File: src/rtl/systolic_output_writer.sv
// Output writer for the weight-stationary systolic matmul: captures skewed per-column
// results from bottom_out, rebuilds output rows and writes one row per cycle to RAM.
module systolic_output_writer #(
    parameter int          ROWS          = 4,
    parameter int          COLS          = 4,
    parameter int          WORD_SIZE     = 16,
    parameter logic [31:0] OUT_BASE_ADDR = 32'h0000_0200,
    parameter int          ADDR_INCR     = 4
) (
    input  logic                      clk,
    input  logic                      rst,
    input  logic                      start_fsm,
    input  logic                      stall,
    input  logic [COLS*WORD_SIZE-1:0] matmul_output,
    input  logic [COLS-1:0]           output_col_valid,
    input  logic                      fsm_done,
    output logic                      wr_output_rdy,
    output logic                      wr_output_done,
    output logic                      wr_mem_en,
    output logic [31:0]               wr_mem_addr,
    output logic [COLS*WORD_SIZE-1:0] wr_mem_data,
    output logic                      err_overrun,
    output logic                      err_underrun
);

    // state   | meaning
    // IDLE    | ready for a job, wr_output_rdy high
    // CAPTURE | collecting column samples, writing rows as they complete
    // DRAIN   | controller finished; flushing remaining rows
    // DONE    | one-cycle wr_output_done pulse
    typedef enum logic [1:0] {IDLE, CAPTURE, DRAIN, DONE} state_t;

    localparam int              CW      = $clog2(ROWS) + 1;
    localparam logic [CW-1:0]   ROWS_C  = CW'(ROWS);
    localparam logic [31:0]     INCR_32 = 32'(ADDR_INCR);

    state_t                       state;
    state_t                       state_nxt;
    logic [WORD_SIZE-1:0]         row_buf [ROWS][COLS];
    logic [CW-1:0]                col_cnt [COLS];
    logic [CW-1:0]                wr_row;
    logic                         arm;
    logic                         active;
    logic                         row_ready;
    logic                         all_captured;
    logic [COLS*WORD_SIZE-1:0]    row_data;

    assign arm            = (state == IDLE) && start_fsm;
    assign active         = (state == CAPTURE) || (state == DRAIN);
    // After an underrun every remaining row is flushed, zeros standing in for lost samples.
    assign row_ready      = active && (wr_row < ROWS_C) &&
                            (err_underrun || (col_cnt[COLS-1] > wr_row));
    assign wr_output_rdy  = (state == IDLE);
    assign wr_output_done = (state == DONE);

    always_comb begin
        all_captured = 1'b1;
        for (int c = 0; c < COLS; c++) begin
            if (col_cnt[c] < ROWS_C) all_captured = 1'b0;
        end
    end

    always_comb begin
        row_data = '0;
        for (int k = 0; k < ROWS; k++) begin
            if (wr_row == CW'(k)) begin
                for (int c = 0; c < COLS; c++) begin
                    row_data[c*WORD_SIZE +: WORD_SIZE] = row_buf[k][c];
                end
            end
        end
    end

    always_comb begin
        state_nxt = state;
        case (state)
            IDLE:    if (start_fsm) state_nxt = CAPTURE;
            CAPTURE: if (fsm_done)  state_nxt = (wr_row == ROWS_C) ? DONE : DRAIN;
            DRAIN:   if (wr_row == ROWS_C) state_nxt = DONE;
            DONE:    state_nxt = IDLE;
            default: state_nxt = IDLE;
        endcase
    end

    always_ff @(posedge clk or posedge rst) begin
        if (rst) state <= IDLE;
        else     state <= state_nxt;
    end

    always_ff @(posedge clk or posedge rst) begin
        if (rst) begin
            for (int k = 0; k < ROWS; k++)
                for (int c = 0; c < COLS; c++) row_buf[k][c] <= '0;
            for (int c = 0; c < COLS; c++) col_cnt[c] <= '0;
            wr_row       <= '0;
            wr_mem_en    <= 1'b0;
            wr_mem_addr  <= '0;
            wr_mem_data  <= '0;
            err_overrun  <= 1'b0;
            err_underrun <= 1'b0;
        end else if (arm) begin
            for (int k = 0; k < ROWS; k++)
                for (int c = 0; c < COLS; c++) row_buf[k][c] <= '0;
            for (int c = 0; c < COLS; c++) col_cnt[c] <= '0;
            wr_row       <= '0;
            wr_mem_en    <= 1'b0;
            err_overrun  <= 1'b0;
            err_underrun <= 1'b0;
        end else begin
            wr_mem_en <= 1'b0;
            if (active && !stall) begin
                for (int c = 0; c < COLS; c++) begin
                    if (output_col_valid[c]) begin
                        if (col_cnt[c] < ROWS_C) begin
                            for (int k = 0; k < ROWS; k++) begin
                                if (col_cnt[c] == CW'(k))
                                    row_buf[k][c] <= matmul_output[c*WORD_SIZE +: WORD_SIZE];
                            end
                            col_cnt[c] <= col_cnt[c] + CW'(1);
                        end else begin
                            err_overrun <= 1'b1;
                        end
                    end
                end
            end
            if (row_ready) begin
                wr_mem_en   <= 1'b1;
                wr_mem_addr <= OUT_BASE_ADDR + 32'(wr_row) * INCR_32;
                wr_mem_data <= row_data;
                wr_row      <= wr_row + CW'(1);
            end
            if ((state == CAPTURE) && fsm_done && !all_captured) err_underrun <= 1'b1;
        end
    end

endmodule

File: config.mk
export PLATFORM = sky130hd
export DESIGN_NAME = systolic_output_writer
export DESIGN_NICKNAME = d
export VERILOG_FILES = /design/src/rtl/systolic_output_writer.sv
export SDC_FILE = /design/constraint.sdc
export NUM_CORES = 1
export LEC_CHECK = 0
export CAP_MARGIN = 20
export CELL_PAD_IN_SITES_DETAIL_PLACEMENT = 2
export CELL_PAD_IN_SITES_GLOBAL_PLACEMENT = 2
export CORE_MARGIN = 5
export CORE_UTILIZATION = 32
export DETAILED_ROUTE_END_ITERATION = 10
export PLACE_DENSITY_LB_ADDON = 0.1
export SYNTH_ARGS = -nofsm -noshare
export SYNTH_HDL_FRONTEND = slang
export SYNTH_SLANG_ARGS = --single-unit
File: constraint.sdc
create_clock -name clk -period 11.26 [get_ports clk]
set_clock_uncertainty 0.2 [all_clocks]
set_input_delay 2.252 -clock clk [delete_from_list [all_inputs] [get_ports clk]]
set_output_delay 2.252 -clock clk [all_outputs]
set_load 0.02 [all_outputs]
; After elaboration in Yosys (flattened, before gate mapping)
; Cells that the tools add are included.
; Widths: inputs -> output; s select.
[totals]
elab_cells = 216
ff_bits = 372
[op_classes]
addsub = 6
n_lt_le_gt_ge = 6
eq_ne = 22
n_reduce_logical = 65
bitwise = 1
muxes = 89
[ops]
columns = operator, n
row1 = $mux 16, 48
row2 = $mux 256, 2
row3 = $mux 64, 4
row4 = $reduce_and 4->1, 16
row5 = $reduce_bool 2->1, 27
row6 = $eq 3x2->1 const B, 10
row7 = $mux 3, 10
row8 = $mux 12, 2
row9 = $mux 1, 19
row10 = $add 3x1->3 const B, 5
row11 = $eq 3x1->1 const B, 5
row12 = $logic_not 3->1, 5
row13 = $lt 3x3->1 const B, 5
row14 = $reduce_and 3->1, 5
row15 = $add 10x5->11 const A, 1
row16 = $pmux 2 s4, 1
row17 = $logic_and 1x1->1, 6
row18 = $mux 2, 3
row19 = $eq 2x2->1 const B, 2
row20 = $ne 2x2->1 const B, 2
row21 = $eq 3x3->1 const B, 1
row22 = $gt 3x3->1, 1
row23 = $eq 2x1->1 const B, 1
row24 = $logic_not 1->1, 2
row25 = other kinds (5), 6

; Logic depth before layout (Yosys ltp)
; Gate-level depths: netlist (run 1).
[depth]
depth_word = 11
ltp_mapped = 9
depth_no_buf = 6

; Worst setup path after synthesis (run 1)
; Ideal clock, no wire load.
[synth_timing]
path_kind = in2reg
from = input start_fsm
to = register wr_mem_data[62]
cell_stages = 6
required_time_ps = 10932
setup_time_ps = 128
slack_ps = 7465
arrival_time_ps = 3468
cell_sequence = and2_1 clkbuf_1 nor3_2 buf_4 buf_6 mux2_1
[synth_between]
elab_chain_len = 3
[synth_rtl]
columns = element, line
row1 = from (decl), 12  ; input logic start_fsm,
row2 = $logic_and 1x1->1, 48  ; assign arm = (state == IDLE) && start_fsm;
row3 = $not 1->1 (no line), -
row4 = $reduce_and 2->1 (no line), -
row5 = to (signal assigned), 129  ; wr_mem_data <= row_data;
row6 = to (decl), 21  ; output logic [COLS*WORD_SIZE-1:0] wr_mem_data,
; No other way between the ends.
; A chain may end at the register's enable or synchronous reset.

; Worst setup path after layout (run 1)
[layout_timing]
from = register state[0]
to = output wr_output_rdy
[layout_between]
elab_chain_len = 1
[layout_rtl]
columns = element, line
row1 = from (decl), 37  ; state_t state;
row2 = from (signal assigned), 87  ; else state <= state_nxt;
row3 = $logic_not 2->1, 53  ; assign wr_output_rdy = (state == IDLE);
row4 = to (decl), 17  ; output logic wr_output_rdy,
; No other way between the ends.

==> metrics.yaml, run 1 <==
clock_tree:
  clkSlewWorstSetupHoldPaths_ns: 0.06
  numCtsBuffers: 42
  cts_setup_buffers: 0
  cts_sinks: 344
  h-tree-depth: 2
  clockRootBuffer: "clkbuf_16"
  cts_resized: 0
  cts_buffer_depth: 3
  ctsHoldBuffers: 0
  cts_tree: "done"
  worst_skew_pair.late_latency_ns: 0.55
pwr:
  clkPwrFrac_pct: 25.9
  p_int_mw: 3.32
  power_frac_seq_pct: 38.6
  p_leak_nw: 8.25
  ir_drop_v: 0.000156
  p_total_mw: 5.30
  cellPowerDensity_nw_per_um2: 291
  combPwrFrac_pct: 35.5
  switching_power_mw: 1.99
  power_switching_share_pct: 37.5
placed_design:
  dpl.hpwl_um: 27200
  dpl-instance-area_um2: 16800
  portBuffers: 145
  gp_congestion: 0.733
detailed_routing:
  drcViolationCount: 0
  viasPerCell: 5.00
  drt-total-wl_um: 45200
  firstDrtPassIters: 4
  wl_per_cell_um: 19.9
  vias: 11357
  drt_first_iter_violations: 623
  ant_nets: 0
finish:
  layout-drive-gt1-share_pct: 10.5
  fin_area_um2: 18200
  utilization_pct: 40.1
  final_common_cell: "nand2_1"
  area_growth_syn_to_layout_pct: 23.6
  layout_common_cells: "nand2_1 (452), dfrtp_1 (344), o21ai_0 (259)"
  diodes: 0
  final_nets: 1746
sta:
  rsz0062_at_grt: "no"
  maxSlewHeadroom_pct: 25.4
  finalSetupTns_ns: 0
  fmax_mhz: 220
  slew_viol_final: 0
  setup-violations-final: 0
  period_needed_ns: 4.54
  hold_viol_final: 0
  worst_slew_pin_slew_ns: 1.10
  finalCritPeriodShare_pct: 40.4
grt:
  grt_overflow: 0
  grt_pass1_vias: 12957
  grt_pass1_wl_um: 73400
  antenna_found_initial: 1
  use_met3_pct: 2.78
  met1_usage_pct: 24.4
  grt_start_max_net_pins: 74
  busiest_layer: "met2"
  grt.total_usage_pct: 18.1
  grtUsageMet2_pct: 31.0
synthesis:
  ys_types: 37
  yosys_register_bits: 344
  async_flop_share_pct: 100
  synth_edf_count: 0
  avgSynthCellArea_um2: 9.70
  synthCells: 1521
  synth_area_um2: 14800
  synthFlopType: "dfrtp_1"
  seq_area_frac_synth_pct: 58.3
  yosys_warnings: 0
worst_setup_path:
  required_ns: 8.81
  path_max_fanout: 5
  worst_ep_arrival_time_ns: 2.09
  crit_type: "flop to output pin"
  start_kind: "flop"
  endpoint_kind: "output pin"
floorplan:
  num_io_pins: 174
  start_util_pct: 32.5
  die_h_um: 225
  dieArea_um2: 50500
  row_count: 78
  core_area_um2: 45500
  die_w_um: 225
hold_path:
  hold_path.class: "flop to flop"
outcome:
  outcome: "finished, final reports clean"
flow_run:
  drv_cap: 0
-- power groups by stage --
stage	registers, mW	clock network [mW]	logic (mW)
global placement	2.04	0	1.83
global route	2.11	1.47	2.13
CTS	2.05	1.42	1.93
finish	2.04	1.38	1.88
detailed placement	2.07	0	1.92
floorplan	2.07	0	1.17
-- layout make-up --
cell class                      count  area, um2
Fill cell                        4935      27200
Sequential cell                   344       8610
Multi-Input combinational cell   1050       5660
Timing Repair Buffer              179       1720
Clock buffer                       67       1300
Tap cell                          600        751
Clock inverter                      7        110
Inverter                           23       90.1
-- cell usage after synthesis, types with 2 or more instances --
| cell type | n | area [um2] |
|---|---|---|
| a21oi_1 | 28 | 140 |
| a22oi_1 | 3 | 22.5 |
| a31oi_1 | 67 | 419 |
| buf_1 | 7 | 26.3 |
| buf_2 | 8 | 40.0 |
| buf_4 | 29 | 218 |
| clkbuf_1 | 86 | 323 |
| dfrtp_1 | 344 | 8610 |
| ha_1 | 33 | 413 |
| inv_1 | 22 | 82.6 |
| mux2_1 | 12 | 135 |
| mux2_2 | 54 | 608 |
| nand2_1 | 453 | 1700 |
| nand3_1 | 3 | 15.0 |
| nand3b_1 | 2 | 15.0 |
| nor2_1 | 17 | 63.8 |
| nor2b_1 | 4 | 25.0 |
| nor3_1 | 3 | 15.0 |
| nor4bb_1 | 4 | 40.0 |
| o21ai_0 | 259 | 1300 |
| o22ai_1 | 64 | 400 |
| xnor2_1 | 4 | 35.0 |
-- registers in the layout, summed over array words and instances, names as in the netlist --
register / count
wr_row: 3
row_buf: 256
state: 2
wr_mem_data: 64
wr_mem_addr: 4
err_underrun: 1
wr_mem_en: 1
col_cnt: 12
err_overrun: 1
-- path summary, 6_finish.rpt --
check                                   to  slack (ns)        start  cells past startpoint
max                          wr_output_rdy        6.72     state[0]                      3
min in group asynchronous     row_buf[102]        1.98          rst                      2
max in group asynchronous     row_buf[124]        7.03          rst                      4
min                            row_buf[81]        0.28  row_buf[81]                      2
min reg2reg                    row_buf[81]        0.28  row_buf[81]                      2
max reg2reg                wr_mem_data[35]        8.08    wr_row[2]                      7
-- layer usage --
metal,share of wire (%),wire (um)
met1,47,21300
met2,48,21900
met3,2.9,1330
met4,1.6,708
met5,0.029,13
-- critical path, cell delays in order, from the launching register on --
cell and delay [ns]:
dfrtp_1 0.40, inv_1 0.16, ha_1 0.32, clkdlybuf4s50_1 0.66
-- stage by stage --
step	hold slack [ns]	setup WS, ns	instances
global route	0.305	6.62	2270
CTS	0.283	6.64	2268
detailed placement	0.270	6.26	2194
floorplan	0.250	4.21	1548
finish	0.275	6.72	2270
global placement	0.261	6.30	2194
-- logic make-up after synthesis --
group	synth area share (%)
flip-flops	58.3
XOR/XNOR	0.237
other	0.0254
AND/OR/NAND/NOR	13.1
adder cells (fa/ha/maj)	2.80
buffers and inverters	4.77
multiplexers	5.04
AO/OA/AOI/OAI	15.7
No activity file was read; power rests on OpenSTA's default activity.
==> inputs of run 2 (changes only) <==
--- a/config.mk
+++ b/config.mk
@@ -9,7 +9,7 @@
 export CELL_PAD_IN_SITES_DETAIL_PLACEMENT = 2
 export CELL_PAD_IN_SITES_GLOBAL_PLACEMENT = 2
 export CORE_MARGIN = 5
-export CORE_UTILIZATION = 32
+export CORE_UTILIZATION = 35
 export DETAILED_ROUTE_END_ITERATION = 10
 export PLACE_DENSITY_LB_ADDON = 0.1
 export SYNTH_ARGS = -nofsm -noshare
==> constraint.sdc (replaced) <==
create_clock -name clk -period 4.7 [get_ports clk]
set_clock_uncertainty 0.2 [all_clocks]
set_input_delay 0.94 -clock clk [delete_from_list [all_inputs] [get_ports clk]]
set_output_delay 0.94 -clock clk [all_outputs]
set_load 0.02 [all_outputs]
==> run 2 against run 1 <==
Against the previous run: utilization grew 3.3 points; setup slack lost 5.3 ns; via count grew 2.3%; final cell count shrank 2.8%; non-clock buffer count grew 3; worst hold slack gained 0.0018 ns; sequential power grew 140%; clock power grew 130%; cell area shrank 0.44%; register-to-register slack lost 6.6 ns; critical path type unchanged.
==> metrics.yaml, run 2 (synthesized netlist as in run 1, its figures left out) <==
flow_run:
  drv_cap: 0  # unchanged
floorplan:
  die_w_um: 215  # -4.2%
  die_h_um: 215  # -4.2%
  row_count: 75  # -3.8%
  core_area_um2: 41900  # -8.0%
  dieArea_um2: 46400  # -8.2%
  num_io_pins: 174  # unchanged
  start_util_pct: 35.3  # +2.8 points
clock_tree:
  cts_resized: 0  # unchanged
  clkSlewWorstSetupHoldPaths_ns: 0.05  # about the same
  clockRootBuffer: "clkbuf_16"
  cts_setup_buffers: 0  # unchanged
  worst_skew_pair.late_latency_ns: 0.53  # -0.02 ns
  cts_tree: "done"
  cts_sinks: 344  # unchanged
  numCtsBuffers: 41  # -2.4%
  cts_buffer_depth: 3  # unchanged
  h-tree-depth: 2  # unchanged
  ctsHoldBuffers: 0  # unchanged
worst_setup_path:
  worst_ep_arrival_time_ns: 2.10  # about the same
  endpoint_kind: "output pin"
  required_ns: 3.56  # -5.25 ns
  path_max_fanout: 5  # unchanged
  start_kind: "flop"
  crit_type: "flop to output pin"
placed_design:
  gp_congestion: 0.719  # -1.9%
  dp_cells: 2138  # -2.6%
  dpl.hpwl_um: 28000  # +3.1%
  dpl-instance-area_um2: 16800  # +0.21%
  portBuffers: 145  # unchanged
  dp_slack_ns: 1.24  # -5.02 ns
finish:
  nFillCells: 4415  # -11%
  area_growth_syn_to_layout_pct: 23.0
  final_common_cell: "nand2_1"
  layout-drive-gt1-share_pct: 10.6  # +0.019 points
  layout_common_cells: "nand2_1 (452), dfrtp_1 (344), o21ai_0 (259)"
  largest_register: "row_buf"
  largest_register_ffs: 256  # unchanged
  top_regs: "row_buf x256, wr_mem_data x64, col_cnt x12"
  utilization_pct: 43.4  # +3.3 points
  fin_area_um2: 18200  # -0.44%
  final_nets: 1748  # +0.11%
  final_cells: 2207  # -2.8%
sta:
  period_needed_ns: 3.24
  whs_ns: 0.277  # +0.00180 ns
  fmax_mhz: 308
  finalWorstSetupSlack_ns: 1.46  # -5.26 ns
  rsz0062_at_grt: "no"
  worst_slew_pin_slew_ns: 1.05  # -0.0553 ns
  slew_viol_final: 0  # unchanged
  maxSlewHeadroom_pct: 30.1  # +4.7 points
  setup-violations-final: 0  # unchanged
  hold_viol_final: 0  # unchanged
  finalCritPeriodShare_pct: 69.0
  finalSetupTns_ns: 0  # unchanged
grt:
  antenna_found_initial: 2  # +1
  grt.total_usage_pct: 20.2  # +2.1 points
  grt_pass1_vias: 13279  # +2.5%
  grt_start_max_net_pins: 93  # +26%
  grt_pass1_wl_um: 76200  # +3.7%
  grt_overflow: 0  # unchanged
pwr:
  p_total_mw: 12.7  # +140%
  cellPowerDensity_nw_per_um2: 697  # +140%
  p_leak_nw: 8.24  # about the same
  ir_drop_v: 0.000398  # +150%
hold_path:
  hold_path.class: "flop to flop"
detailed_routing:
  drt-total-wl_um: 46400  # +2.8%
  wl_per_cell_um: 21.0  # +5.7%
  ant_nets: 0  # unchanged
  drt_first_iter_violations: 429  # -31%
  viasPerCell: 5.26  # +5.2%
  firstDrtPassIters: 4  # unchanged
  vias: 11616  # +2.3%
  drcViolationCount: 0  # unchanged
outcome:
  outcome: "finished, final reports clean"
## run 2: changes by cell type in the layout (fill, tap and decap cells not counted)
cell,change
clkbuf_8,-1
bufinv_16,+1
and2_2,-1
diode_2,+1
clkbuf_16,-4
clkinvlp_4,+1
buf_4,-1
buf_6,-1
clkinv_2,+1
clkbuf_1,-4
buf_12,+5
and2_1,+1
## run 2: final cells by class
cell class | count | area, um2 | share of cell area (%)
Sequential cell | 344 | 8610 | 47.4
Multi-Input combinational cell | 1050 | 5660 | 31.1
Timing Repair Buffer | 182 | 1800 | 9.94
Clock buffer | 58 | 1170 | 6.44
Tap cell | 539 | 674 | 3.71
Clock inverter | 10 | 153 | 0.841
Inverter | 23 | 90.1 | 0.496
Antenna cell | 1 | 2.50 | 0.0138
## run 2: worst max-delay path, stage by stage (launching register included)
cell,delay (ns)
dfrtp_1,0.39
inv_1,0.17
ha_1,0.30
clkdlybuf4s50_1,0.70
## run 2: path summary, 6_finish.rpt
kind                              start         endpoint  slack [ns]  cells past startpoint
setup / recovery               state[0]    wr_output_rdy        1.46                      3
hold / removal             row_buf[187]     row_buf[187]        0.28                      2
setup reg to reg              wr_row[2]  wr_mem_data[30]        1.49                      7
hold reg to reg            row_buf[187]     row_buf[187]        0.28                      2
max in group asynchronous           rst  wr_mem_data[43]        2.63                      3
min in group asynchronous           rst  wr_mem_data[28]        0.71                      2
## run 2: power by group
part           total, mW  switching (mW)  internal, mW
Combinational       4.57            2.86          1.71
Clock               3.17            1.23          1.94
Sequential          4.93           0.726          4.20
Total               12.7            4.81          7.85
## run 2: routing by layer
layer / vias to the layer above / global-route usage (%) / share of wire (%)
met1: 6030 / 26.2 / 44
met3: 52 / 3.26 / 3.5
met2: 162 / 36.0 / 51
met5: - / 0 / 0.043
li1: 5370 / - / -
met4: 2 / 4.25 / 1.6
==> inputs of run 3 (changes only) <==
--- a/config.mk
+++ b/config.mk
@@ -9,7 +9,7 @@
 export CELL_PAD_IN_SITES_DETAIL_PLACEMENT = 2
 export CELL_PAD_IN_SITES_GLOBAL_PLACEMENT = 2
 export CORE_MARGIN = 5
-export CORE_UTILIZATION = 35
+export CORE_UTILIZATION = 32
 export DETAILED_ROUTE_END_ITERATION = 10
 export PLACE_DENSITY_LB_ADDON = 0.1
 export SYNTH_ARGS = -nofsm -noshare
==> constraint.sdc (replaced) <==
create_clock -name clk -period 2.8 [get_ports clk]
set_clock_uncertainty 0.2 [all_clocks]
set_input_delay 0.56 -clock clk [delete_from_list [all_inputs] [get_ports clk]]
set_output_delay 0.56 -clock clk [all_outputs]
set_load 0.02 [all_outputs]
==> run 3 against run 2 <==
Against the previous run: global-route usage shrank 1.7 points; clock-buffer cell count grew 5; wire length grew 2.3%; sequential power grew 67%; first-iteration DRC count grew 24%; non-clock buffer count grew 24; combinational power grew 83%; via count grew 0.13%; clock power grew 86%; critical path type is now flop to flop; largest cell class unchanged.
==> metrics.yaml, run 3 (synthesized netlist as in run 1, its figures left out) <==
detailed_routing:
  drcViolationCount: 0  # unchanged
  routed-wl-met2_um: 23100  # -2.1%
  met1_length_um: 22000  # +8.0%
  dr_wl_met3_um: 1510  # -6.4%
  firstDrtPassIters: 4  # unchanged
  vias: 11631  # +0.13%
  wl_per_cell_um: 20.6  # -1.9%
  ant_nets: 0  # unchanged
  dr.max_layer_used: "met5"
  viasPerCell: 5.05  # -4.0%
  drt-total-wl_um: 47500  # +2.3%
  drt_first_iter_violations: 534  # +24%
worst_setup_path:
  required_ns: 3.04  # -0.52 ns
  crit_chain: "inv_1 > ha_1 > and4b_1 > or3_1 > nor3_4 > buf_4 > clkbuf_16 > mux2_2"
  critPathSlowestCell: "dfrtp_2"
  cpPeakStageDelay_ns: 0.44  # -0.26 ns
  crit_type: "flop to flop"
  worst_ep_arrival_time_ns: 2.98  # +0.88 ns
  endpoint_kind: "flop"
  path_max_fanout: 16  # +11
  start_kind: "flop"
finish:
  diodes: 0  # -1
  layout-drive-gt1-share_pct: 12.7  # +2.1 points
  top_regs: "row_buf x256, wr_mem_data x64, col_cnt x12"
  largest_register: "row_buf"
  final_common_cell: "nand2_1"
  area_growth_syn_to_layout_pct: 27.6
  fin_area_um2: 18800  # +3.7%
  final_cells: 2301  # +4.3%
  final_nets: 1773  # +1.4%
  largest_register_ffs: 256  # unchanged
  layout_common_cells: "nand2_1 (452), dfrtp_1 (342), o21ai_0 (259)"
  utilization_pct: 41.4  # -2.0 points
sta:
  fmax_mhz: 365
  finalCritPeriodShare_pct: 98.0
  whs_ns: 0.166  # -0.111 ns
  hold_viol_final: 0  # unchanged
  slew_viol_final: 0  # unchanged
  finalSetupTns_ns: 0  # unchanged
  period_needed_ns: 2.74
  setup-violations-final: 0  # unchanged
  worst_slew_pin_slew_ns: 0.754  # -0.294 ns
  maxSlewHeadroom_pct: 49.8  # +20 points
  finalWorstSetupSlack_ns: 0.0569  # -1.40 ns
pwr:
  power_switching_share_pct: 37.3  # -0.72 points
  switching_power_mw: 8.38  # +74%
  p_total_mw: 22.5  # +78%
  combPwrFrac_pct: 37.2  # +1.1 points
  p_int_mw: 14.1  # +80%
  ir_drop_v: 0.000441  # +11%
  p_leak_nw: 8.55  # +3.7%
  power_frac_seq_pct: 36.6  # -2.3 points
  clkPwrFrac_pct: 26.2  # +1.2 points
  cellPowerDensity_nw_per_um2: 1190  # +71%
floorplan:
  num_io_pins: 174  # unchanged
  start_util_pct: 32.5  # -2.8 points
  core_area_um2: 45500  # +8.7%
  die_h_um: 225  # +4.4%
  dieArea_um2: 50500  # +8.9%
  die_w_um: 225  # +4.4%
  row_count: 78  # +4.0%
clock_tree:
  cts_tree: "done"
  cts_sinks: 344  # unchanged
  clkSlewWorstSetupHoldPaths_ns: 0.06  # about the same
  worst_skew_pair.late_latency_ns: 0.56  # +0.03 ns
  numCtsBuffers: 42  # +2.4%
  clockRootBuffer: "clkbuf_16"
  h-tree-depth: 2  # unchanged
  cts_buffer_depth: 3  # unchanged
  ctsHoldBuffers: 0  # unchanged
grt:
  grt_overflow: 0  # unchanged
  grt_pass1_vias: 13089  # -1.4%
  grt.total_usage_pct: 18.6  # -1.7 points
  grt_start_max_net_pins: 86  # -7.5%
  grt_pass1_wl_um: 75400  # -1.1%
  antenna_found_initial: 2  # unchanged
placed_design:
  dpl-instance-area_um2: 17200  # +2.4%
  portBuffers: 145  # unchanged
  dp_cells: 2218  # +3.7%
  gp_congestion: 0.771  # +7.3%
  dp_slack_ns: 0.0891  # -1.16 ns
  dpl.hpwl_um: 30100  # +7.6%
flow_run:
  drv_cap: 0  # unchanged
outcome:
  outcome: "finished, final reports clean"
hold_path:
  hold_path.class: "primary input to async pin"
==> run 3: layout make-up <==
type                       count  area (um2)
multi-input combinational   1050        5660
clock buffer                  63        1310
fill                        4838       26600
tap                          600         751
timing repair buffer         206        2210
inverter                      23        90.1
sequential                   344        8610
clock inverter                15         203
==> run 3: what timing repair did <==
| action | in CTS | in global routing |
|---|---|---|
| gates resized for setup | 1 | 3 |
| endpoints found under the hold margin | 0 | 0 |
| endpoints found under the setup margin | 1 | 6 |
| pin swaps | 0 | 1 |
| gates cloned | 0 | 2 |
| buffers inserted | 0 | 3 |
==> run 3: power by group through the flow <==
stage	Combinational [mW]	Clock, mW	Sequential (mW)
6_report	8.36	5.90	8.23
5_1_grt	9.33	6.28	8.47
3_3_place_gp	7.91	0	8.19
2_1_floorplan	4.69	0	8.31
4_1_cts	8.35	6.06	8.25
3_5_place_dp	8.30	0	8.31
==> run 3: worst paths after layout <==
| check | start | to | slack (ns) | depth (start not counted) |
|---|---|---|---|---|
| max | wr_row[1] | wr_mem_data[42] | 0.06 | 8 |
| min | rst | row_buf[43] | 0.17 | 2 |
| max reg2reg | wr_row[1] | wr_mem_data[42] | 0.06 | 8 |
| min reg2reg | row_buf[70] | row_buf[70] | 0.28 | 2 |
| max in group asynchronous | rst | wr_mem_data[47] | 1.43 | 3 |
| min in group clk | row_buf[70] | row_buf[70] | 0.28 | 2 |
==> run 3: critical path: cells and delay by family, from the launching register on <==
kind                     cells  cell delay, ns
AND/OR/NAND/NOR              3            0.83
buffers and inverters        3            0.54
flip-flops                   1            0.44
multiplexers                 1            0.34
adder cells (fa/ha/maj)      1            0.25
==> run 3: routing by layer <==
metal	track usage, %	up-vias
li1	-	5433
met4	4.36	4
met5	0	-
met1	25.0	5987
met2	31.8	153
met3	2.83	54
